## src/rtl/mario_pkg.sv

```systemverilog
// Shared definitions for the Mario object DMA block: state encoding and
// the default transfer geometry.
package mario_pkg;

   localparam int          XFER_LEN_DEF = 384;
   localparam logic [15:0] SRC_BASE_DEF = 16'h6900;
   localparam int          IDX_W        = 9;

   typedef enum logic [2:0] {
      ST_IDLE,
      ST_REQ,
      ST_READ,
      ST_WRITE,
      ST_RELEASE
   } dma_state_t;

endpackage

```

## src/rtl/mario_obj_dma_if.sv

```systemverilog
// CPU bus and object RAM write port seen by the object DMA. Member names keep
// the direction prefix from the DMA's point of view (master side).
interface mario_obj_dma_if;

   logic        O_BUSRQ_N;
   logic        I_BUSAK_N;
   logic [15:0] O_CPU_A;
   logic        O_CPU_RD_N;
   logic [7:0]  I_CPU_D;
   logic [9:0]  O_OBJ_DMA_A;
   logic [7:0]  O_OBJ_DMA_D;
   logic        O_OBJ_DMA_CE;

   modport master (
      output O_BUSRQ_N, O_CPU_A, O_CPU_RD_N, O_OBJ_DMA_A, O_OBJ_DMA_D, O_OBJ_DMA_CE,
      input  I_BUSAK_N, I_CPU_D
   );

   modport slave (
      input  O_BUSRQ_N, O_CPU_A, O_CPU_RD_N, O_OBJ_DMA_A, O_OBJ_DMA_D, O_OBJ_DMA_CE,
      output I_BUSAK_N, I_CPU_D
   );

endinterface

```

## src/rtl/mario_dma_addr_gen.sv

```systemverilog
// Byte index counter for the object DMA plus the CPU source address derived
// from it. The counter stops at the last byte instead of wrapping.
module mario_dma_addr_gen
   import mario_pkg::*;
#(
   parameter int          XFER_LEN = XFER_LEN_DEF,
   parameter logic [15:0] SRC_BASE = SRC_BASE_DEF
) (
   input  logic             CLK_4F,
   input  logic             W_RST_4F,
   input  logic             clear,
   input  logic             incr,
   output logic [IDX_W-1:0] index,
   output logic [15:0]      src_addr,
   output logic             term_cnt
);

   localparam logic [IDX_W-1:0] LAST_IDX = IDX_W'(XFER_LEN - 1);

   // Index register: cleared at each start, advanced once per written byte.
   always_ff @(posedge CLK_4F or negedge W_RST_4F) begin
      // NOTE: sequential state uses non-blocking assignments so every register
      // samples the pre-edge values of the others.
      if (!W_RST_4F)
         index <= '0;
      else if (clear)
         index <= '0;
      else if (incr && !term_cnt)
         index <= index + 1'b1;
   end

   assign term_cnt = (index == LAST_IDX);
   assign src_addr = SRC_BASE + {{(16 - IDX_W){1'b0}}, index};

endmodule

```

## src/rtl/mario_obj_dma.sv

```systemverilog
// Object (sprite) DMA: on a start edge, requests the CPU bus, copies XFER_LEN
// bytes from SRC_BASE into object RAM bank I_BANK, then releases the bus.
module mario_obj_dma
   import mario_pkg::*;
#(
   parameter int          XFER_LEN = XFER_LEN_DEF,
   parameter logic [15:0] SRC_BASE = SRC_BASE_DEF
) (
   input  logic           CLK_4F,
   input  logic           W_RST_4F,
   input  logic           I_START,
   input  logic           I_BANK,
   output logic           O_BUSY,
   output logic           O_DONE,
   mario_obj_dma_if.master bus
);

   dma_state_t       state;
   dma_state_t       state_nxt;
   logic             start_q;
   logic             start_armed;
   logic             start_edge;
   logic             bank_q;
   logic             idx_clear;
   logic             idx_incr;
   logic [IDX_W-1:0] index;
   logic [15:0]      src_addr;
   logic             term_cnt;
   logic [9:0]       dma_a;
   logic [7:0]       dma_d;

   // start_armed stays low for the first cycle out of reset so an I_START
   // level that is already high cannot look like a fresh edge.
   assign start_edge = I_START & ~start_q & start_armed;

   mario_dma_addr_gen #(
      .XFER_LEN (XFER_LEN),
      .SRC_BASE (SRC_BASE)
   ) u_addr_gen (
      .CLK_4F   (CLK_4F),
      .W_RST_4F (W_RST_4F),
      .clear    (idx_clear),
      .incr     (idx_incr),
      .index    (index),
      .src_addr (src_addr),
      .term_cnt (term_cnt)
   );

   // State register.
   always_ff @(posedge CLK_4F or negedge W_RST_4F) begin
      if (!W_RST_4F)
         state <= ST_IDLE;
      else
         state <= state_nxt;
   end

   // Next-state logic: a bus grant lost during READ drops back to REQ and
   // retries the same byte.
   always_comb begin
      // NOTE: default every combinational output first so no path infers a latch.
      state_nxt = state;
      unique case (state)
         ST_IDLE:    if (start_edge)     state_nxt = ST_REQ;
         ST_REQ:     if (!bus.I_BUSAK_N) state_nxt = ST_READ;
         ST_READ:    state_nxt = bus.I_BUSAK_N ? ST_REQ : ST_WRITE;
         ST_WRITE:   state_nxt = term_cnt ? ST_RELEASE : ST_READ;
         ST_RELEASE: if (bus.I_BUSAK_N)  state_nxt = ST_IDLE;
         default:    state_nxt = ST_IDLE;
      endcase
   end

   // Output decode: bus strobes are pure functions of state so an async reset
   // forces them inactive immediately.
   always_comb begin
      bus.O_BUSRQ_N    = 1'b1;
      bus.O_CPU_RD_N   = 1'b1;
      bus.O_CPU_A      = SRC_BASE;
      bus.O_OBJ_DMA_CE = 1'b0;
      O_BUSY           = 1'b1;
      O_DONE           = 1'b0;
      idx_clear        = 1'b0;
      idx_incr         = 1'b0;
      unique case (state)
         ST_IDLE: begin
            O_BUSY    = 1'b0;
            idx_clear = start_edge;
         end
         ST_REQ: begin
            bus.O_BUSRQ_N = 1'b0;
         end
         ST_READ: begin
            bus.O_BUSRQ_N  = 1'b0;
            bus.O_CPU_RD_N = 1'b0;
            bus.O_CPU_A    = src_addr;
         end
         ST_WRITE: begin
            bus.O_BUSRQ_N    = 1'b0;
            bus.O_OBJ_DMA_CE = 1'b1;
            idx_incr         = ~term_cnt;
         end
         ST_RELEASE: begin
            O_DONE = bus.I_BUSAK_N;
         end
         default: begin
            O_BUSY = 1'b0;
         end
      endcase
   end

   // Start-edge detector and bank latch; the bank is frozen for the whole
   // transfer.
   always_ff @(posedge CLK_4F or negedge W_RST_4F) begin
      if (!W_RST_4F) begin
         start_q     <= 1'b0;
         start_armed <= 1'b0;
         bank_q      <= 1'b0;
      end else begin
         start_q     <= I_START;
         start_armed <= 1'b1;
         if (state == ST_IDLE && start_edge)
            bank_q <= I_BANK;
      end
   end

   // Write port registers: loaded at the end of a granted READ so they are
   // valid throughout WRITE and hold afterwards.
   always_ff @(posedge CLK_4F or negedge W_RST_4F) begin
      if (!W_RST_4F) begin
         dma_a <= '0;
         dma_d <= '0;
      end else if (state == ST_READ && !bus.I_BUSAK_N) begin
         dma_a <= {bank_q, index};
         dma_d <= bus.I_CPU_D;
      end
   end

   assign bus.O_OBJ_DMA_A = dma_a;
   assign bus.O_OBJ_DMA_D = dma_d;

endmodule

```

## src/flat_wrapper.sv

```systemverilog
// flat-port wrapper written by rule: the top's interface ports become plain ports
module mario_obj_dma_flat import mario_pkg::*;
#(
   parameter int          XFER_LEN = XFER_LEN_DEF,
   parameter logic [15:0] SRC_BASE = SRC_BASE_DEF
)
  (CLK_4F, W_RST_4F, I_START, I_BANK, O_BUSY, O_DONE, bus_O_BUSRQ_N, bus_O_CPU_A, bus_O_CPU_RD_N, bus_O_OBJ_DMA_A, bus_O_OBJ_DMA_D, bus_O_OBJ_DMA_CE, bus_I_BUSAK_N, bus_I_CPU_D);
  mario_obj_dma_if bus_i ();
  input  logic CLK_4F;
  input  logic W_RST_4F;
  input  logic I_START;
  input  logic I_BANK;
  output logic O_BUSY;
  output logic O_DONE;
  output wire logic [$bits(bus_i.O_BUSRQ_N)-1:0] bus_O_BUSRQ_N;
  output wire logic [$bits(bus_i.O_CPU_A)-1:0] bus_O_CPU_A;
  output wire logic [$bits(bus_i.O_CPU_RD_N)-1:0] bus_O_CPU_RD_N;
  output wire logic [$bits(bus_i.O_OBJ_DMA_A)-1:0] bus_O_OBJ_DMA_A;
  output wire logic [$bits(bus_i.O_OBJ_DMA_D)-1:0] bus_O_OBJ_DMA_D;
  output wire logic [$bits(bus_i.O_OBJ_DMA_CE)-1:0] bus_O_OBJ_DMA_CE;
  input wire logic [$bits(bus_i.I_BUSAK_N)-1:0] bus_I_BUSAK_N;
  input wire logic [$bits(bus_i.I_CPU_D)-1:0] bus_I_CPU_D;
  assign bus_O_BUSRQ_N = bus_i.O_BUSRQ_N;
  assign bus_O_CPU_A = bus_i.O_CPU_A;
  assign bus_O_CPU_RD_N = bus_i.O_CPU_RD_N;
  assign bus_O_OBJ_DMA_A = bus_i.O_OBJ_DMA_A;
  assign bus_O_OBJ_DMA_D = bus_i.O_OBJ_DMA_D;
  assign bus_O_OBJ_DMA_CE = bus_i.O_OBJ_DMA_CE;
  assign bus_i.I_BUSAK_N = bus_I_BUSAK_N;
  assign bus_i.I_CPU_D = bus_I_CPU_D;
  mario_obj_dma #(.XFER_LEN(XFER_LEN), .SRC_BASE(SRC_BASE)) u_core (.CLK_4F(CLK_4F), .W_RST_4F(W_RST_4F), .I_START(I_START), .I_BANK(I_BANK), .O_BUSY(O_BUSY), .O_DONE(O_DONE), .bus(bus_i));
endmodule
```

## config.mk

```make
export PLATFORM = sky130hd
export DESIGN_NAME = mario_obj_dma_flat
export DESIGN_NICKNAME = d
export VERILOG_FILES = /design/src/rtl/mario_pkg.sv /design/src/rtl/mario_obj_dma_if.sv /design/src/rtl/mario_dma_addr_gen.sv /design/src/rtl/mario_obj_dma.sv /design/src/flat_wrapper.sv
export SDC_FILE = /design/constraint.sdc
export NUM_CORES = 1
export LEC_CHECK = 0
export ABC_CLOCK_PERIOD_IN_PS = 3500
export BUFFER_PORTS_ARGS = -buffer_cell sky130_fd_sc_hd__buf_2
export CAP_MARGIN = 20
export CORE_ASPECT_RATIO = 0.5
export CORE_UTILIZATION = 55
export DETAILED_ROUTE_END_ITERATION = 10
export GPL_ROUTABILITY_DRIVEN = 0
export PLACE_DENSITY = 0.95
export SLEW_MARGIN = 20
export SYNTH_ARGS = -nofsm -noshare
export SYNTH_HDL_FRONTEND = slang
export SYNTH_HIERARCHICAL = 1
export SYNTH_SLANG_ARGS = --single-unit
```

## constraint.sdc

```tcl
create_clock -name CLK_4F -period 3.5 [get_ports CLK_4F]
set_input_delay 0.7 -clock CLK_4F [delete_from_list [all_inputs] [get_ports CLK_4F]]
set_output_delay 0.7 -clock CLK_4F [all_outputs]
set_load 0.005 [all_outputs]
```

=== Word-level counts from Yosys, hierarchy flattened ===
Cells that the tools add are included.

* Logic and storage cells: 47
* Register bits after elaboration: 33
* Output and inout port bits: 39
* Input port bits: 13

* $add $sub $neg: 2
* Reductions and logical operators: 10
* Bitwise operators: 4
* Muxes and demuxes: 16
* Eq/ne operators: 8

{| class="wikitable"
|+ Operators by type and width
! operator !! number
|-
| two-way mux 9 bit || 2
|-
| adder 15 x 9 -> 16 bit (first input constant) || 1
|-
| two-way mux 16 bit || 1
|-
| case mux 3 bit (5 select lines) || 1
|-
| two-way mux 3 bit || 4
|-
| adder 9 x 1 -> 9 bit (second input constant) || 1
|-
| equality test 9 bit (second input constant) || 1
|-
| two-way mux 1 bit || 7
|-
| equality test 3 x 2 -> 1 bit (second input constant) || 2
|-
| inequality test 2 bit (second input constant) || 2
|-
| OR reduction 4 bit || 1
|-
| equality test 3 x 1 -> 1 bit (second input constant) || 1
|-
| equality test 3 bit (second input constant) || 1
|-
| logical AND 1 bit || 3
|-
| zero test 3 bit || 1
|-
| AND reduction 3 bit || 1
|-
| OR reduction 3 bit || 1
|-
| bitwise AND 1 bit || 2
|-
| zero test 1 bit || 2
|-
| two-way mux 2 bit || 1
|-
| inequality test 2 x 1 -> 1 bit (second input constant) || 1
|-
| NOT 1 bit || 2
|-
| nonzero test 2 bit || 1
|}

=== Depth between registers and ports, before layout ===
* Depth after elaboration: 6
* Depth in mapped cells: 9
* Gate-level depth less buffers: 8

=== Modules after synthesis ===
The synthesis kept the hierarchy.

{| class="wikitable"
|+ Modules (own cells, without submodules)
! module !! area each (um^2) !! times used !! cells an instance !! sequential area each (um^2)
|-
| mario_obj_dma || 1154.9 || 1 || 84 || 600.6
|-
| mario_dma_addr_gen || 620.6 || 1 || 67 || 225.2
|}

=== Worst setup path after synthesis ===
Ideal clock, no wire load.

* Path type: reg2reg
* Start point: reg u_core.u_addr_gen.index[0]
* End point: reg u_core.u_addr_gen.index[8]
* Path buffers: 1
* Data required time: 3.380 ns
* Stages on the path, launching flop included: 10
* Data arrival time: 1.878 ns
* Path slack: 1.502 ns
* Path through: dfrtp_1 -> ha_1 -> and4b_4 -> nand2_1 -> inv_1 -> nor2b_1 -> and3_1 -> clkbuf_1 -> a311oi_1 -> a41o_1

* Longest elaborated chain between the ends: 5
* Elaborated cells on any way between the ends: 9
* Those cells by class: 1 x add/sub; 1 x eq/ne; 3 x mux; 1 x bitwise; 3 x reduce/logical

{| class="wikitable"
|+ RTL lines
! what !! line !! source
|-
| start, declared || mario_dma_addr_gen.sv:13 || <nowiki>output logic [IDX_W-1:0] index,</nowiki>
|-
| start signal, assigned || mario_dma_addr_gen.sv:29 || <nowiki>index <= index + 1'b1;</nowiki>
|-
| equality test 9 bit || mario_dma_addr_gen.sv:32 || <nowiki>assign term_cnt = (index == LAST_IDX);</nowiki>
|-
| via u_core.term_cnt || mario_obj_dma.sv:28 || <nowiki>logic term_cnt;</nowiki>
|-
| NOT 1 bit || mario_obj_dma.sv:99 || <nowiki>idx_incr = ~term_cnt;</nowiki>
|-
| two-way mux 1 bit || mario_obj_dma.sv:83 || <nowiki>unique case (state)</nowiki>
|-
| via u_core.idx_incr || mario_obj_dma.sv:25 || <nowiki>logic idx_incr;</nowiki>
|-
| logical AND 1 bit || mario_dma_addr_gen.sv:28 || <nowiki>else if (incr && !term_cnt)</nowiki>
|-
| nonzero test 2 bit (no source line) || -- ||
|}

The timed path passes the listed nets, and every way through them passes these cells. The select of a mux whose other input is x is not followed.
A chain may end at the register's enable or synchronous reset.

=== Worst setup path after layout ===
* Start point: reg u_core.state[2]
* End point: out bus_O_CPU_A[8]

* Longest elaborated chain between the ends: 2

{| class="wikitable"
|+ RTL lines
! what !! line !! source
|-
| start, declared || mario_obj_dma.sv:18 || <nowiki>dma_state_t state;</nowiki>
|-
| start signal, assigned || mario_obj_dma.sv:54 || <nowiki>state <= state_nxt;</nowiki>
|-
| equality test 3 x 2 -> 1 bit || mario_obj_dma.sv:83 ||
|-
| two-way mux 16 bit || mario_obj_dma.sv:83 ||
|-
| end, declared || flat_wrapper.sv:16 || <nowiki>output wire logic [$bits(bus_i.O_CPU_A)-1:0] bus_O_CPU_A;</nowiki>
|}

No other way between the ends.

==> results.toml <==
[sta]
fmax_mhz = 424
period_minus_slack_ns = 2.36
final-setup-viol-count = 0
finalMaxSlewViolations = 0
worstMarginPinSlew_ns = 0.735
relSlewSlack = 0.510
final.setup_skew_ns = 0.00439
hold_viol_final = 0
period_share = 0.675
layout_setup_ws_ns = 1.14
rsz0062_at_grt = "false"
whs_ns = 0.482
tns_ns = 0

[floorplan]
die_w_um = 82.4
die_h_um = 42.2
dieArea_um2 = 3470
core_um2 = 3030
row_count = 14
ios = 52
initial_core_util = 0.586

[synthesis]
syn_area_per_cell_um2 = 11.8
ys_ff_latch = 33
synthTopCellsByArea = "dfrtp_1 (47%), mux2_4 (8.5%), buf_4 (6.3%)"
postSynthCellCount = 151
yosysTopAreaCell = "dfrtp_1"
yosysSeqAreaShare = 0.465
yosysMostFrequentCell = "dfrtp_1"
synth.cell_area_um2 = 1780
synth_top_area_frac = 0.465
synth_commonest_cells = "dfrtp_1 (33), buf_4 (15), and2_1 (12)"
synth_edf_count = 0
synth.distinct_cells = 42
yosysWarnings = 6
synth_ff_type = "dfrtp_1"
ys_async_sr_fraction = 1.00

[clock_tree]
cts_root_buf = "clkbuf_8"
clockBufferDepth = 2
insertion_delay_ns = 0.28
cts_tree = "yes"
clk_pin_slew_worst_paths_ns = 0.06
cts.sinks = 33
h-tree-depth = 2
ctsHoldBuffers = 0
cts_buffers = 5
cts-resized-gates = 0
cts_setup_buffers = 0

[global_route]
grt_first_pass_wirelength_um = 5660
grt_pass1_vias = 1173
grt_use_total = 0.227
grt_overflow = 0
grt_max_degree = 34
antenna_found_initial = 0

[setup_path]
cp_max_fo = 17
r2r_end = "u_core/u_addr_gen/index[6]"
worstSetupPathType = "reg -> out"
critPathCaptureType = "output port"
reg2reg_depth = 8
cp-start-kind = "register"
cp_top_family = "simple AND/OR/NAND/NOR gates"
critical_path.slowest_cell = "nor3b_4"
r2r_slack_ns = 1.21
reg2reg_from = "u_core/u_addr_gen/index[0]"
arrival_ns = 1.66
crit_path_cell_trace = "nor3b_4 -> or2b_1 -> buf_2"
required_ns = 2.80
slowest_delay_ns = 0.51
cp_num_buf_inv = 1

[finish]
n_antenna_cell = 0
post-route-util = 0.657
fin_nets = 200
area_delta_synth_final_pct = 12.2
drive_gt1_frac = 0.409
stdcell_area_um2 = 1990

[flow_run]
maxCapViolations = 0

[drt]
antenna_left = 0
wire_per_inst_um = 15.5
wirelength_um = 3510
drc = 0
vias = 1210
dr.pass1.iters = 4
viasPerCell = 5.35
drtIter0Drc = 95

[place]
port_buffers = 45
dp_slack_ns = 1.32
hpwlAfterDp_um = 2420
place_area_um2 = 1910

[pwr]
p_leak_uw = 0.00101
peakVddDrop_mv = 0.365
powerDensity_nw_per_um2 = 729

[min_path]
min_path_type = "in -> async"

[status]
status = "finished clean"
## cells in the final DEF, fill, tap and decap left out, types with 2 or more instances in the layout
| cell type | synthesis | routed |
|---|---|---|
| a211oi_1 | 4 | 4 |
| nor3b_1 | 2 | 2 |
| and3_1 | 2 | 2 |
| inv_1 | 2 | 2 |
| clkbuf_8 | 0 | 6 |
| dfrtp_1 | 33 | 33 |
| conb_1 | 3 | 7 |
| o21bai_1 | 2 | 2 |
| and3b_1 | 3 | 3 |
| mux2_2 | 10 | 10 |
| nor2_1 | 4 | 4 |
| a21oi_1 | 6 | 6 |
| nand2_1 | 3 | 3 |
| nand4_1 | 3 | 3 |
| nand2b_1 | 2 | 2 |
| mux2_4 | 10 | 10 |
| or2b_1 | 4 | 4 |
| o21ai_0 | 2 | 2 |
| a31oi_1 | 2 | 2 |
| mux2i_1 | 2 | 2 |
| and2_1 | 12 | 12 |
| buf_2 | 1 | 45 |
| nor2b_1 | 2 | 2 |
| and4_1 | 2 | 2 |
## layout make-up
| cell class | count | area, µm² |
|---|---|---|
| clock buffers | 7 | 86.3 |
| flip-flops and latches | 33 | 826 |
| inverters | 3 | 11.3 |
| repair buffers | 45 | 225 |
| fillers | 226 | 1040 |
| multi-input cells | 98 | 793 |
| well taps | 40 | 50.0 |
## report_power, final
group	internal, µW	switching [µW]
Clock	156	125
Combinational	303	219
Sequential	521	129
## kinds of logic after synthesis
kind of cell / Yosys count / share of synthesized area
adders and majority gates: 1 / 0.00705
xor gates and xnor gates: 1 / 0.00493
and+or+nand+nor: 47 / 0.186
muxes: 22 / 0.159
other: 3 / 0.00634
AOI/OAI and AO/OA: 20 / 0.0747
buffers and inverters: 24 / 0.0965
DFF: 33 / 0.465
## through the flow
step	instances	power, µW
detailed placement	219	1170
global placement	219	1140
global route	226	1540
CTS	226	1460
finish	226	1450
floorplan	155	1020
## worst max-delay path by stage
stage,start,end,slack [ns],cells past startpoint
after detailed placement,u_core/u_addr_gen/index[0],u_core/u_addr_gen/index[7],1.32,8
final,u_core/state[2],bus_O_CPU_A[8],1.14,3
after global placement,u_core/u_addr_gen/index[0],u_core/u_addr_gen/index[7],1.43,8
after global routing,u_core/u_addr_gen/index[0],u_core/u_addr_gen/index[6],1.0,8
after floorplan,u_core/u_addr_gen/index[0],u_core/u_addr_gen/index[8],1.50,9
after CTS,u_core/state[2],bus_O_CPU_A[8],1.11,3
## flip-flops by register name, indices dropped and copies added, names as in the netlist
| signal | count |
|---|---|
| u_core/state | 3 |
| u_core/start_armed | 1 |
| u_core/u_addr_gen/index | 9 |
| u_core/bus.O_OBJ_DMA_A | 10 |
| u_core/start_q | 1 |
| u_core/bus.O_OBJ_DMA_D | 8 |
| u_core/bank_q | 1 |
## layer usage
layer,routed length (µm),up-vias,GRT usage
met4,61,0,0.0842
met1,1510,587,0.294
li1,-,578,-
met3,183,8,0.0652
met2,1750,37,0.364
met5,0,-,0
Power figures use the tool's default switching activity.
